===== src/rtl/dmem_ctrl_if.sv =====
// Request/response and data-memory bus for dmem_ctrl.
// slave is the controller's view; master is the core plus memory side.
interface dmem_ctrl_if #(parameter int ADDR_W = 32);
  logic              i_req_valid;
  logic              o_req_ready;
  logic              i_req_wen;
  logic [ADDR_W-1:0] i_req_addr;
  logic [31:0]       i_req_wdata;
  logic [1:0]        i_req_size;
  logic              i_req_unsigned;
  logic              o_rsp_valid;
  logic [31:0]       o_rsp_rdata;
  logic              o_rsp_misaligned;
  logic              o_mem_ren;
  logic              o_mem_wen;
  logic [ADDR_W-1:0] o_mem_addr;
  logic [31:0]       o_mem_wdata;
  logic [3:0]        o_mem_mask;
  logic              i_mem_ready;
  logic              i_mem_valid;
  logic [31:0]       i_mem_rdata;

  modport slave (
    input  i_req_valid, i_req_wen, i_req_addr, i_req_wdata, i_req_size, i_req_unsigned,
           i_mem_ready, i_mem_valid, i_mem_rdata,
    output o_req_ready, o_rsp_valid, o_rsp_rdata, o_rsp_misaligned,
           o_mem_ren, o_mem_wen, o_mem_addr, o_mem_wdata, o_mem_mask
  );

  modport master (
    output i_req_valid, i_req_wen, i_req_addr, i_req_wdata, i_req_size, i_req_unsigned,
           i_mem_ready, i_mem_valid, i_mem_rdata,
    input  o_req_ready, o_rsp_valid, o_rsp_rdata, o_rsp_misaligned,
           o_mem_ren, o_mem_wen, o_mem_addr, o_mem_wdata, o_mem_mask
  );
endinterface


===== src/rtl/dmem_ctrl.sv =====
// RV32I data-memory responder: lane-steered stores, extended loads, one-cycle response.
// Define DMEM_MISALIGN_TRAP_EN to report misaligned requests instead of force-aligning them.
module dmem_ctrl #(
  parameter int ADDR_W = 32
) (
  input  logic        i_clk,
  input  logic        i_rst_n,
  dmem_ctrl_if.slave  bus
);
  localparam int NUM_LANES = 4;

  typedef enum logic [1:0] {IDLE, REQ, WAIT, RESP} state_t;

  typedef struct packed {
    logic              wen;
    logic [ADDR_W-1:0] addr;
    logic [31:0]       wdata;
    logic [1:0]        size;
    logic              uns;
  } req_t;

  state_t                       state_q, state_d;
  req_t                         req_q;
  logic [31:0]                  rsp_rdata_q;
  logic [ADDR_W-1:0]            addr_al;
  logic [31:0]                  shifted, load_ext;
  logic [NUM_LANES-1:0][7:0]    lane_wdata;
  logic [NUM_LANES-1:0]         lane_mask;
  logic                         trap;
  logic                         enter_resp;

`ifdef DMEM_MISALIGN_TRAP_EN
  logic rsp_misal_q;

  always_comb begin
    case (bus.i_req_size)
      2'b00:   trap = 1'b0;
      2'b01:   trap = bus.i_req_addr[0];
      default: trap = |bus.i_req_addr[1:0];
    endcase
  end

  // Only the trap path enters RESP straight from IDLE.
  always_ff @(posedge i_clk) begin
    if (!i_rst_n)        rsp_misal_q <= 1'b0;
    else if (enter_resp) rsp_misal_q <= (state_q == IDLE);
  end

  assign bus.o_rsp_misaligned = rsp_misal_q;
`else
  assign trap = 1'b0;
  assign bus.o_rsp_misaligned = 1'b0;
`endif

  // Force-align; a no-op for aligned requests, so shared by both builds.
  always_comb begin
    addr_al = bus.i_req_addr;
    if (bus.i_req_size == 2'b01) addr_al[0]   = 1'b0;
    else if (bus.i_req_size[1])  addr_al[1:0] = 2'b00;
  end

  always_ff @(posedge i_clk) begin
    if (!i_rst_n) state_q <= IDLE;
    else          state_q <= state_d;
  end

  always_comb begin
    state_d = state_q;
    case (state_q)
      IDLE: if (bus.i_req_valid) state_d = trap ? RESP : REQ;
      REQ:  if (bus.i_mem_ready) state_d = req_q.wen ? RESP : WAIT;
      WAIT: if (bus.i_mem_valid) state_d = RESP;
      RESP: state_d = IDLE;
      default: state_d = IDLE;
    endcase
  end

  assign enter_resp = (state_d == RESP) && (state_q != RESP);

  always_ff @(posedge i_clk) begin
    if (!i_rst_n) begin
      req_q       <= '0;
      rsp_rdata_q <= '0;
    end else begin
      if (state_q == IDLE && bus.i_req_valid)
        req_q <= '{wen: bus.i_req_wen, addr: addr_al, wdata: bus.i_req_wdata,
                   size: bus.i_req_size, uns: bus.i_req_unsigned};
      // Stores and traps respond with zero data; rdata holds between responses.
      if (enter_resp)
        rsp_rdata_q <= (state_q == WAIT) ? load_ext : 32'h0;
    end
  end

  for (genvar l = 0; l < NUM_LANES; l++) begin : g_lane
    assign lane_wdata[l] = (req_q.size == 2'b00) ? req_q.wdata[7:0] :
                           (req_q.size == 2'b01) ? req_q.wdata[8*(l%2) +: 8] :
                                                   req_q.wdata[8*l +: 8];
    assign lane_mask[l]  = (req_q.size == 2'b00) ? (req_q.addr[1:0] == 2'(l)) :
                           (req_q.size == 2'b01) ? (req_q.addr[1] == 1'(l/2)) :
                                                   1'b1;
  end

  assign shifted = bus.i_mem_rdata >> {req_q.addr[1:0], 3'b000};

  always_comb begin
    case (req_q.size)
      2'b00:   load_ext = {{24{~req_q.uns & shifted[7]}},  shifted[7:0]};
      2'b01:   load_ext = {{16{~req_q.uns & shifted[15]}}, shifted[15:0]};
      default: load_ext = shifted;
    endcase
  end

  always_comb begin
    bus.o_req_ready = 1'b0;
    bus.o_rsp_valid = 1'b0;
    bus.o_mem_ren   = 1'b0;
    bus.o_mem_wen   = 1'b0;
    bus.o_mem_mask  = 4'b0000;
    case (state_q)
      IDLE: bus.o_req_ready = 1'b1;
      REQ: begin
        bus.o_mem_ren  = ~req_q.wen;
        bus.o_mem_wen  = req_q.wen;
        bus.o_mem_mask = req_q.wen ? lane_mask : 4'b0000;
      end
      RESP: bus.o_rsp_valid = 1'b1;
      default: ;
    endcase
  end

  assign bus.o_mem_addr  = {req_q.addr[ADDR_W-1:2], 2'b00};
  assign bus.o_mem_wdata = lane_wdata;
  assign bus.o_rsp_rdata = rsp_rdata_q;
endmodule


===== src/flat_wrapper.sv =====
// flat-port wrapper written by rule: the top's interface ports become plain ports
module dmem_ctrl_flat 
#(
  parameter int ADDR_W = 32
)
  (i_clk, i_rst_n, bus_i_req_valid, bus_i_req_wen, bus_i_req_addr, bus_i_req_wdata, bus_i_req_size, bus_i_req_unsigned, bus_i_mem_ready, bus_i_mem_valid, bus_i_mem_rdata, bus_o_req_ready, bus_o_rsp_valid, bus_o_rsp_rdata, bus_o_rsp_misaligned, bus_o_mem_ren, bus_o_mem_wen, bus_o_mem_addr, bus_o_mem_wdata, bus_o_mem_mask);
  dmem_ctrl_if #(.ADDR_W(ADDR_W)) bus_i ();
  input  logic i_clk;
  input  logic i_rst_n;
  input wire logic [$bits(bus_i.i_req_valid)-1:0] bus_i_req_valid;
  input wire logic [$bits(bus_i.i_req_wen)-1:0] bus_i_req_wen;
  input wire logic [$bits(bus_i.i_req_addr)-1:0] bus_i_req_addr;
  input wire logic [$bits(bus_i.i_req_wdata)-1:0] bus_i_req_wdata;
  input wire logic [$bits(bus_i.i_req_size)-1:0] bus_i_req_size;
  input wire logic [$bits(bus_i.i_req_unsigned)-1:0] bus_i_req_unsigned;
  input wire logic [$bits(bus_i.i_mem_ready)-1:0] bus_i_mem_ready;
  input wire logic [$bits(bus_i.i_mem_valid)-1:0] bus_i_mem_valid;
  input wire logic [$bits(bus_i.i_mem_rdata)-1:0] bus_i_mem_rdata;
  output wire logic [$bits(bus_i.o_req_ready)-1:0] bus_o_req_ready;
  output wire logic [$bits(bus_i.o_rsp_valid)-1:0] bus_o_rsp_valid;
  output wire logic [$bits(bus_i.o_rsp_rdata)-1:0] bus_o_rsp_rdata;
  output wire logic [$bits(bus_i.o_rsp_misaligned)-1:0] bus_o_rsp_misaligned;
  output wire logic [$bits(bus_i.o_mem_ren)-1:0] bus_o_mem_ren;
  output wire logic [$bits(bus_i.o_mem_wen)-1:0] bus_o_mem_wen;
  output wire logic [$bits(bus_i.o_mem_addr)-1:0] bus_o_mem_addr;
  output wire logic [$bits(bus_i.o_mem_wdata)-1:0] bus_o_mem_wdata;
  output wire logic [$bits(bus_i.o_mem_mask)-1:0] bus_o_mem_mask;
  assign bus_i.i_req_valid = bus_i_req_valid;
  assign bus_i.i_req_wen = bus_i_req_wen;
  assign bus_i.i_req_addr = bus_i_req_addr;
  assign bus_i.i_req_wdata = bus_i_req_wdata;
  assign bus_i.i_req_size = bus_i_req_size;
  assign bus_i.i_req_unsigned = bus_i_req_unsigned;
  assign bus_i.i_mem_ready = bus_i_mem_ready;
  assign bus_i.i_mem_valid = bus_i_mem_valid;
  assign bus_i.i_mem_rdata = bus_i_mem_rdata;
  assign bus_o_req_ready = bus_i.o_req_ready;
  assign bus_o_rsp_valid = bus_i.o_rsp_valid;
  assign bus_o_rsp_rdata = bus_i.o_rsp_rdata;
  assign bus_o_rsp_misaligned = bus_i.o_rsp_misaligned;
  assign bus_o_mem_ren = bus_i.o_mem_ren;
  assign bus_o_mem_wen = bus_i.o_mem_wen;
  assign bus_o_mem_addr = bus_i.o_mem_addr;
  assign bus_o_mem_wdata = bus_i.o_mem_wdata;
  assign bus_o_mem_mask = bus_i.o_mem_mask;
  dmem_ctrl #(.ADDR_W(ADDR_W)) u_core (.i_clk(i_clk), .i_rst_n(i_rst_n), .bus(bus_i));
endmodule

===== config.mk =====
export PLATFORM = sky130hd
export DESIGN_NAME = dmem_ctrl_flat
export DESIGN_NICKNAME = d
export VERILOG_FILES = /design/src/rtl/dmem_ctrl_if.sv /design/src/rtl/dmem_ctrl.sv /design/src/flat_wrapper.sv
export SDC_FILE = /design/constraint.sdc
export NUM_CORES = 1
export LEC_CHECK = 0
export ABC_AREA = 1
export ABC_CLOCK_PERIOD_IN_PS = 1800
export CAP_MARGIN = 0
export CELL_PAD_IN_SITES_DETAIL_PLACEMENT = 0
export CELL_PAD_IN_SITES_GLOBAL_PLACEMENT = 1
export CORE_MARGIN = 2
export CORE_UTILIZATION = 29
export DETAILED_ROUTE_END_ITERATION = 12
export GPL_TIMING_DRIVEN = 0
export PLACE_DENSITY_LB_ADDON = 0.1
export SLEW_MARGIN = 20
export SYNTH_ARGS = -nofsm -noshare
export SYNTH_HDL_FRONTEND = slang
export SYNTH_SLANG_ARGS = --single-unit
export TNS_END_PERCENT = 1

===== constraint.sdc =====
create_clock -name i_clk -period 1.8 [get_ports i_clk]
set_input_delay 0.18 -clock i_clk [delete_from_list [all_inputs] [get_ports i_clk]]
set_output_delay 0.18 -clock i_clk [all_outputs]
set_load 0.01 [all_outputs]

Yosys cells after proc, flatten, opt, wreduce, memory -nomap -nowiden. Cells that the tools add are included. W data, S select, Z words.

Equal/unequal tests: 10. $mul: 0. Div/mod/pow operators: 0. Add/subtract/negate cells: 0. Reduce and logical (&&, ||, !) cells: 5. $lt $le $gt $ge: 0. Bitwise operators: 5. Shift operators: 1. Multiplexer cells: 27.

Operators with widths (number): $pmux W32 S2 (1); $mux W8 (5); $mux W32 (1); $shr A32 B5 Y32 (1); $mux W1 (13); $eq A2 B2 Y1 const B (5); $eq A2 B1 Y1 const B (4); $mux W2 (4); $mux W4 (2); $pmux W2 S4 (1); $logic_not A2 Y1 (3); $not A1 Y1 (3); $and A1 B1 Y1 (2); $logic_and A1 B1 Y1 (2); $ne A2 B2 Y1 const B (1).

Memories: 0. Register bits: 102. Bits in latches: 0. Memory bits (writable): 0. Memory bits (read-only): 0.

Logic depth before layout (Yosys ltp).
Depth after elaboration: 5. Depth in mapped cells: 10.

Worst setup path before layout. No wires, ideal clock.

Path type: reg-to-reg. From: register u_core.req_q[35] in the netlist's numbering. To: register u_core.rsp_rdata_q[23], in the netlist u_core.bus.o_rsp_rdata[23]. Arrival time: 1241 ps. Buffers on the path: 2. Clock period less this slack: 1382 ps. Slack: 418 ps. Cell stages (with the launch flop): 10. Path through: dfxtp_1 -> buf_4 -> nand2_1 -> nand3_1 -> nand2_2 -> nand2_4 -> nand3_4 -> buf_12 -> nand2_2 -> a21oi_2.

Longest elaborated chain between the ends: 4.

Ends and longest elaborated chain: start: declaration (line dmem_ctrl.sv:23) `req_t req_q;`; start signal: assignment (line dmem_ctrl.sv:86) `req_q <= '{wen: bus.i_req_wen, addr: addr_al, wdata: bus.i_req_wdata,`; $shr A32 B5 Y32 * (line dmem_ctrl.sv:103) `assign shifted = bus.i_mem_rdata >> {req_q.addr[1:0], 3'b000};`; $and A1 B1 Y1, on equally long branches (line dmem_ctrl.sv:108, dmem_ctrl.sv:107); $pmux W32 S2 * (line dmem_ctrl.sv:106) `case (req_q.size)`; $mux W32 * (line dmem_ctrl.sv:90) `rsp_rdata_q <= (state_q == WAIT) ? load_ext : 32'h0;`; end signal: assignment (line dmem_ctrl.sv:90); end: declaration (line dmem_ctrl.sv:24) `logic [31:0] rsp_rdata_q;`.

Every way passes the cells marked *; elsewhere a longest branch is shown, timed or not. A chain may end at the register's enable or synchronous reset.

Worst setup path in the final report.
From: register u_core.req_q[2] in the netlist's numbering. To: output port bus_o_mem_mask[3].

Longest elaborated chain between the ends: 5.

Ends and longest elaborated chain: $eq A2 B1 Y1; $mux W1 (line dmem_ctrl.sv:99) `(req_q.size == 2'b01) ? (req_q.addr[1] == 1'(l/2)) :`; $mux W1 * (line dmem_ctrl.sv:98) `assign lane_mask[l] = (req_q.size == 2'b00) ? (req_q.addr[1:0] == 2'(l)) :`; $mux W4 * (line dmem_ctrl.sv:124) `bus.o_mem_mask = req_q.wen ? lane_mask : 4'b0000;`; $mux W4 * (line dmem_ctrl.sv:119) `case (state_q)`; end: declaration (line flat_wrapper.sv:27) `output wire logic [$bits(bus_i.o_mem_mask)-1:0] bus_o_mem_mask;`.

Marks and branches as above.

==> results.md <==
* VDD IR max at around 0.53 mV
* Port Buffer Count at 206
* Power Internal at 0.004501 W
* Wirelength, routed at around 18000 um
* FP Rows at between 40 and 50
* Post-Syn Area per Cell at between 6 and 7 sq um
* Drt pass-1 iters at 5
* Most used cell, CP: inv_6
* Vias/cell at 4.475
* Register area share after synthesis at 40.86%
* Core Region at 0.01670 sq mm
* Die H at between 100 and 150 um
* Max Cap Violations at 0
* Worst skew pair latency at between 0.3 and 0.4 ns
* Worst-Margin Slew at around 0.64 ns
* Logic pwr share at 28.8%
* Hold Vio Cnt, Final at 0
* Met2 Use GR at 32.99%
* Crit Path Category: flop to output port
* Drt wl/cell at 14.88 um
* Met3 GRT Util at under 10%
* GRT met1 Usage at a little under a quarter
* Initial DRC Count at approximately 210
* Critical-path maximum fanout at 10
* Final Critical Period at 1.767 ns
* First-pass GRT wire length at between 20000 and 30000 um
* Crit-path max cell delay at between 0.3 and 0.4 ns
* Pleak at about 3.3 nW
* Final Cycle Share at between 90 and 100%
* Setup violators final at 0
* Cell area after synthesis at between 0.004 and 0.005 sq mm
* Root Buffer: clkbuf_16
* DR vias at ~5300
* Most used routing layer: met2
* Warnings from Yosys at 0
* Peak Freq at roughly 0.57 GHz
* Reg power frac at between 30% and 40%
* Mapped Cells at ~740
* CTS tree: yes
* Tot GR Track Use at around a fifth
* Register bit total from synthesis at about 100
* Hold Slack at between 0.4 and 0.5 ns
* Synth-to-Final Area Change at 54.93%
* RSZ-0062 raised after global routing: yes
* P_sw at roughly 0.0020 W
* Most frequent cell after synthesis: nand2_1
* Largest net degree at the start of global routing at 17
* Dominant cells by area after synthesis: dfxtp_1 41%, nand2_1 15%, nor2_1 10%, o21ai_0 7.2%, buf_4 6.5%
* DRC at 0
* Unique cell type count in the Yosys netlist at 27
* Status: finished, final reports clean
* H-tree levels at 3
* Initial antenna violation count at 2
* Clock Skew at 0.006917 ns
* Routed Antenna Nets at 0
* Largest area contributor in the netlist: dfxtp_1
* Layout cell share with drive strength beyond 1 at 14.95%
* Vias in the first global route at around 5200
* Clock power share at between 30% and 40%
* Async S/R FF share, synth at 0%
* Synth top area share at about two fifths
* Fin area at ~0.0077 sq mm
* Power per standard cell area at roughly 830 mW/mm^2
* Cts bufs inserted at 9
* Slew headroom at about 57%
* Setup_tns at 0 ns
* GP Congestion at between 0.8 and 0.9
* CP top delay family: buffers and inverters
* Dpl hpwl at 13650 um
* Clock-pin slew on the worst setup and hold paths at around 0.070 ns
* I/O pins at between 200 and 250
* Critical path arrival at around 1.6 ns
* Worst Hold Class: input port to flop
* Crit-path cells: buf_6 -> inv_6 -> nand2_8 -> inv_6 -> buf_8 -> buf_4 -> a21oi_2 -> buf_2
* Initial Util at 29.92%
* GR Overflow Total at 0
* Worst EP required at between 1.5 and 2 ns
* # clock sinks at 102
* Overall power at 0.006452 W
* Number of flops mapped to enable cells by yosys at 0
* Hold buffers post-CTS at 0
* Die Span X at roughly 140 um
* Startpoint Class: flop
* Final Max Slew Viols at 0
* Area after DPL at ~0.0073 sq mm
* Switching part of the total power at a little under a third
* Die area at ~0.018 sq mm
* Crit-path slowest cell: dfxtp_2
* Synth Flop Type: dfxtp_1
* CP Buf/Inv Count at 6
* Top cells by count, synth: 195 x nand2_1, 138 x nor2_1, 102 x dfxtp_1
* Critical path capture point type: output port
* Max Buffers Root-to-Sink at 2
* Final #Nets at about 1100
[power by group through the flow]
stage	registers (W)	logic, W	clock network [W]
floorplan	0.00257	0.000966	0
global placement	0.00259	0.00185	0
detailed placement	0.00259	0.00185	0
CTS	0.00255	0.00188	0.00212
global route	0.00257	0.00205	0.00220
finish	0.00255	0.00186	0.00205
[flip-flops by register name, indices dropped and copies added (netlist names)]
signal                  flops
u_core.bus.o_mem_wdata      8
u_core.req_q               30
u_core.state_q              2
u_core.bus.o_rsp_rdata     32
u_core.bus.o_mem_addr      30
[cells in the final DEF, fill, tap and decap left out, drive strengths merged, types with 5 or more instances in the layout]
| cell type | Yosys | routed |
|---|---|---|
| dfxtp | 102 | 102 |
| clkdlybuf4s50 | 0 | 178 |
| buf | 56 | 64 |
| dlymetal6s2s | 0 | 5 |
| inv | 26 | 27 |
| clkbuf | 31 | 52 |
| a21oi | 54 | 54 |
| nand2 | 210 | 210 |
| a22oi | 5 | 5 |
| nand3 | 31 | 31 |
| nor2 | 139 | 139 |
| o21ai | 84 | 84 |
[layer usage]
metal | up-vias | share of wire, %
li1 | 2769 | -
met1 | 2379 | 42
met2 | 160 | 48
met3 | 20 | 8.6
met4 | 2 | 1.6
met5 | - | 0.062
[timing repair]
item                                    4_1_cts  5_1_grt
endpoints found under the setup margin       29       41
cloned                                        1        0
pin swaps                                     1        1
gates resized for setup                      80       41
buffers inserted                              1        0
[kinds of logic (layout without fill, tap and decap cells)]
family                 Yosys count  count (layout)  synth area share [%]
AOI/OAI and AO/OA              148             148                 16.05
other                            1               4               0.07504
DFF                            102             102                 40.86
and+or+nand+nor                380             380                 30.57
buffers and inverters          113             337                 12.44
[worst reg2reg max path, delay by kind of cell (launching register included)]
| kind | cells | cell delay [ns] |
|---|---|---|
| compound gates | 1 | 0.20 |
| buf+inv | 2 | 0.65 |
| flops | 1 | 0.39 |
| simple gates | 3 | 0.32 |
[stage by stage]
| step | setup slack, ns | util (%) | instances |
|---|---|---|---|
| floorplan | 0.4180 | - | 746 |
| detailed placement | -0.5648 | 43.96 | 1172 |
| global placement | -0.5751 | 43.96 | 1172 |
| global route | -0.03270 | 46.34 | 1190 |
| CTS | -0.1476 | 46.41 | 1190 |
| finish | 0.03257 | 46.36 | 1191 |
[worst paths after layout]
path / from / end / slack (ns) / cells past startpoint
min reg2reg: u_core.bus.o_rsp_rdata[8] / u_core.bus.o_rsp_rdata[8] / 0.46 / 2
max reg2reg: u_core.state_q[0] / u_core.req_q[0] / 0.17 / 6
max: u_core.req_q[2] / bus_o_mem_mask[3] / 0.03 / 8
min: bus_i_req_addr[0] / u_core.req_q[35] / 0.44 / 3
[layout make-up]
cell class / instances / area (sq um)
inverters: 26 / 110.1
clock buffers: 12 / 256.5
flip-flops and latches: 102 / 2044
multi-input cells: 531 / 2402
fillers: 1807 / 8959
well taps: 220 / 275.3
diodes: 1 / 2.502
clock inverters: 4 / 53.80
repair buffers: 208 / 2019
plain buffers: 87 / 578.1
(Power assumes the default switching activity.)
